File: src/rtl/reg_file_if.sv
// Read/write bus between the datapath and the integer register file.
// The datapath is the master: it drives the addresses and the write data, and the register file returns both read values.
interface reg_file_if #(
  parameter int XLEN   = 32,
  parameter int ADDR_W = 5
);
  logic              we3;
  logic [ADDR_W-1:0] ra1;
  logic [ADDR_W-1:0] ra2;
  logic [ADDR_W-1:0] wa3;
  logic [XLEN-1:0]   wd3;
  logic [XLEN-1:0]   rd1;
  logic [XLEN-1:0]   rd2;

  modport master (
    output we3, ra1, ra2, wa3, wd3,
    input  rd1, rd2
  );

  modport slave (
    input  we3, ra1, ra2, wa3, wd3,
    output rd1, rd2
  );
endinterface

File: src/rtl/reg_file.sv
// Integer register file for the single-cycle RISC-V datapath.
// It has two combinational read ports and one synchronous write port, and x0 always reads as zero.
module reg_file #(
  parameter int XLEN   = 32,
  parameter int ADDR_W = 5
) (
  input  logic        clk,
  input  logic        reset,
  reg_file_if.slave   bus
);
  localparam int NREGS = 2 ** ADDR_W;

  // x0 has no storage; the array starts at index 1.
  logic [XLEN-1:0] r_regs [1:NREGS-1];

  logic [XLEN-1:0] w_rd1;
  logic [XLEN-1:0] w_rd2;

  // NOTE: the array is cleared in a loop because it is a small flop array.
  // A RAM macro could not be cleared like this. Reset has priority, so a write in the same cycle is dropped.
  always_ff @(posedge clk) begin
    if (reset) begin
      for (int i = 1; i < NREGS; i++) begin
        r_regs[i] <= '0;
      end
    end else if (bus.we3 && (bus.wa3 != '0)) begin
      r_regs[bus.wa3] <= bus.wd3;
    end
  end

  // No bypass: a read of the address being written returns the old value until the edge.
  always_comb begin
    w_rd1 = '0;
    w_rd2 = '0;
    if (bus.ra1 != '0) w_rd1 = r_regs[bus.ra1];
    if (bus.ra2 != '0) w_rd2 = r_regs[bus.ra2];
  end

  assign bus.rd1 = w_rd1;
  assign bus.rd2 = w_rd2;
endmodule

File: src/flat_wrapper.sv
// flat-port wrapper written by rule: the top's interface ports become plain ports
module reg_file_flat 
#(
  parameter int XLEN   = 32,
  parameter int ADDR_W = 5
)
  (clk, reset, bus_we3, bus_ra1, bus_ra2, bus_wa3, bus_wd3, bus_rd1, bus_rd2);
  reg_file_if #(.XLEN(XLEN), .ADDR_W(ADDR_W)) bus_i ();
  input  logic clk;
  input  logic reset;
  input wire logic [$bits(bus_i.we3)-1:0] bus_we3;
  input wire logic [$bits(bus_i.ra1)-1:0] bus_ra1;
  input wire logic [$bits(bus_i.ra2)-1:0] bus_ra2;
  input wire logic [$bits(bus_i.wa3)-1:0] bus_wa3;
  input wire logic [$bits(bus_i.wd3)-1:0] bus_wd3;
  output wire logic [$bits(bus_i.rd1)-1:0] bus_rd1;
  output wire logic [$bits(bus_i.rd2)-1:0] bus_rd2;
  assign bus_i.we3 = bus_we3;
  assign bus_i.ra1 = bus_ra1;
  assign bus_i.ra2 = bus_ra2;
  assign bus_i.wa3 = bus_wa3;
  assign bus_i.wd3 = bus_wd3;
  assign bus_rd1 = bus_i.rd1;
  assign bus_rd2 = bus_i.rd2;
  reg_file #(.XLEN(XLEN), .ADDR_W(ADDR_W)) u_core (.clk(clk), .reset(reset), .bus(bus_i));
endmodule
File: config.mk
export PLATFORM = sky130hd
export DESIGN_NAME = reg_file_flat
export DESIGN_NICKNAME = d
export VERILOG_FILES = /design/src/rtl/reg_file_if.sv /design/src/rtl/reg_file.sv /design/src/flat_wrapper.sv
export SDC_FILE = /design/constraint.sdc
export NUM_CORES = 2
export LEC_CHECK = 0
export BUFFER_PORTS_ARGS = -buffer_cell sky130_fd_sc_hd__buf_2
export CAP_MARGIN = 20
export CORE_MARGIN = 10
export CORE_UTILIZATION = 52
export DETAILED_ROUTE_END_ITERATION = 10
export GPL_TIMING_DRIVEN = 0
export PLACE_DENSITY = 0.76
export SYNTH_ARGS = -nofsm -noshare
export SYNTH_HDL_FRONTEND = slang
export SYNTH_SLANG_ARGS = --single-unit
File: constraint.sdc
create_clock -name clk -period 2.1 [get_ports clk]
set_input_delay 0.42 -clock clk [delete_from_list [all_inputs] [get_ports clk]]
set_output_delay 0.42 -clock clk [all_outputs]
set_load 0.03 [all_outputs]
==> results.yml <==
logic_synthesis:
  synthXorXnorAreaFrac_pct: 0
  ys_async_sr_fraction_pct: 0
  syn-cell-area_um2: 55100
  synth_top_family_by_area: "multiplexers"
  synth_mux_area_share_pct: 21.9
  yosysTopAreaCell: "edfxtp_1"
  ys_seq_elements: 1024
  synth-main-ff-cell: "edfxtp_1"
  avgSynthCellArea_um2: 14.5
  synth_common_cells: "edfxtp_1, and2_1, mux2i_1, mux4_2, clkbuf_1"
  ys_seq_area_share_pct: 55.8
  synth_fa_ha_area_share_pct: 0
  ys_warn_count: 0
  synth_top_cell_area_share_pct: 55.8
  yosysMostFrequentCell: "edfxtp_1"
  synth_compound_area_share_pct: 5.19
  syn_inst: 3792
  synth_edf_count: 1024
  yosysUniqueCellTypes: 41
  synth-simple-area-share_pct: 13.6
  synth_area_leaders: "edfxtp_1, mux4_2, and2_1"
outcome:
  status: "finished, violations left"
  violations: "setup timing"
global_route:
  grt_util_met3_pct: 15.1
  grt_overflow: 0
  grt_usage_pct: 35.5
  grt_first_pass_wirelength_um: 299000
  grt_util_met2_pct: 50.7
  grt_pass1_vias: 38722
  grt_busiest_layer: "met2"
  antenna_found_initial: 15
  grt_max_degree: 33
  grt_use_met1_pct: 43.8
route:
  first_iter_violations: 7152
  drt_pass1_iterations: 7
  drc: 0
  viasPerCell: 7.02
  routed_wl_um: 220000
  ant_nets: 0
  vias: 39735
  post_drt_wl_per_cell_um: 39.0
die:
  initial_core_util_pct: 52.3
  io_pins: 114
  die_area_um2: 119000
  fp.dieH_um: 345
  die_w_um: 345
  core_region_area_um2: 105000
  num_rows: 119
layout:
  largest_reg_flops: 1024
  areaGrowthSynthToFinish_pct: 21.4
  top_register: "u_core.r_regs"
  drive_gt1_share_pct: 33.2
  nets: 4211
  utilization_pct: 63.5
  instances_no_fill: 5658
  top_regs: "u_core.r_regs (1024)"
clock_tree:
  cts_tree: "done"
  cts_buffers: 110
  ctsRootBufferMaster: "clkbuf_16"
  clkSlewWorstSetupHoldPaths_ns: 0.07
  clock_path_buffers: 3
  clock-sinks: 1024
  cts-htree-levels: 3
timing:
  slew_headroom_pct: 14.6
  rsz0062_at_grt: "yes"
  finalMaxSlewViolations: 0
  finalCriticalPeriod_ns: 3.14
  fmax_ghz: 0.318
  tns_ns: -60.67
  hold_viol: 0
  setup_slack_ns: -1.04
  worstMarginPinSlew_ns: 1.28
  setup_viol: 201
  fin_crit_sh_pct: 150
placement:
  routabilityCongestion: 0.995
  dp_hpwl_um: 148000
  pre_cts_slack_ns: -1.52
  port_buffers: 106
  dp.cells: 5327
power_and_ir_drop:
  leakage_nw: 23.6
  p_clk_share_pct: 38.2
  pwr-share-comb_pct: 16.4
  power_frac_seq_pct: 45.3
  p_int_mw: 38.9
  swShare_pct: 27.2
  power_mw: 53.5
  netSwitchingPower_mw: 14.6
  power.density_nw_per_um2: 800
  vdd_drop_max_mv: 0.912
setup_path:
  worstPathRequired_ns: 1.68
  worstSetupStartpointType: "flop"
  path_class: "reg2out"
  cp.arrival_ns: 2.72
  crit_fanout: 2
  end_kind: "primary output"
run:
  drv_cap: 0
worst_hold_path:
  holdCritPathClass: "in2reg"
==> power by group through the flow <==
stage               sequential (mW)  clock, mW  combinational, mW
floorplan                      24.4          0               4.80
global placement               24.6          0               7.30
detailed placement             24.6          0               7.38
CTS                            24.2       20.2               8.27
global route                   24.3       21.0               8.86
finish                         24.3       20.5               8.79
==> per-layer routing <==
layer / vias to the layer above / wire length, µm
met5: - / 138
met4: 20 / 19000
met3: 879 / 36300
met2: 3707 / 91500
met1: 19841 / 73500
li1: 15288 / -
==> layout make-up <==
type                    count  area [µm²]
diodes                     10        25.0
plain buffers             407        2860
clock buffers             135        2910
clock inverters            73         796
fillers                  7508       38400
inverters                   2        7.51
multi-input cells        2407       25900
flip-flops and latches   1024       30700
well taps                1391        1740
repair buffers            209        1840
==> stage by stage <==
step / hold slack (ns) / instance area (µm²)
floorplan: 0.519 / 57800
global placement: 0.668 / 60100
detailed placement: 0.670 / 60200
CTS: 0.000970 / 66100
global route: 0.00489 / 66800
finish: 0.0159 / 66800
==> timing repair <==
| action | CTS | global route |
|---|---|---|
| resized for setup | 485 | 155 |
| pin swaps | 86 | 81 |
| buffers inserted | 42 | 37 |
| hold buffers | 15 | 1 |
| hold endpoints to repair | 15 | 1 |
| endpoints found under the setup margin | 1102 | 990 |
| gates cloned | 15 | 6 |
==> worst paths after layout <==
path | end | slack, ns | depth (start not counted) | from
max | bus_rd2[5] | -1.04 | 5 | u_core.r_regs[25][5]
min | u_core.r_regs[0][11] | 0.02 | 1 | bus_wd3[11]
==> cells in the final DEF (no fill, tap or decap), types with 32 or more instances in the layout <==
master / Yosys / routed
mux2_4: 0 / 61
nand4_1: 32 / 32
nand2_1: 101 / 96
o221ai_2: 0 / 41
a211oi_4: 0 / 46
buf_6: 13 / 110
mux4_2: 298 / 349
mux2i_1: 320 / 320
clkbuf_16: 0 / 118
or2_4: 0 / 47
clkbuf_2: 0 / 57
and2_1: 994 / 992
a22oi_1: 64 / 34
a311oi_4: 0 / 32
buf_4: 47 / 108
conb_1: 1 / 32
a221oi_4: 0 / 32
edfxtp_1: 1024 / 1024
clkbuf_1: 293 / 204
buf_2: 56 / 52
==> worst max-delay path: stages, from the launching register on <==
cell and delay [ns]:
edfxtp_1 0.43, mux4_2 0.49, mux2_4 0.30, a221oi_4 0.47
a211oi_4 0.13, buf_6 0.18
==> kinds of logic (layout without fill, tap and decap cells) <==
kind of cell,after synthesis,in the layout
AND/OR/NAND/NOR,1251,1272
multiplexers,736,736
buffers and inverters,413,826
AO/OA/AOI/OAI,367,367
other,1,42
flip-flops,1024,1024
Note: power is estimated with default switching activity, not from simulation.
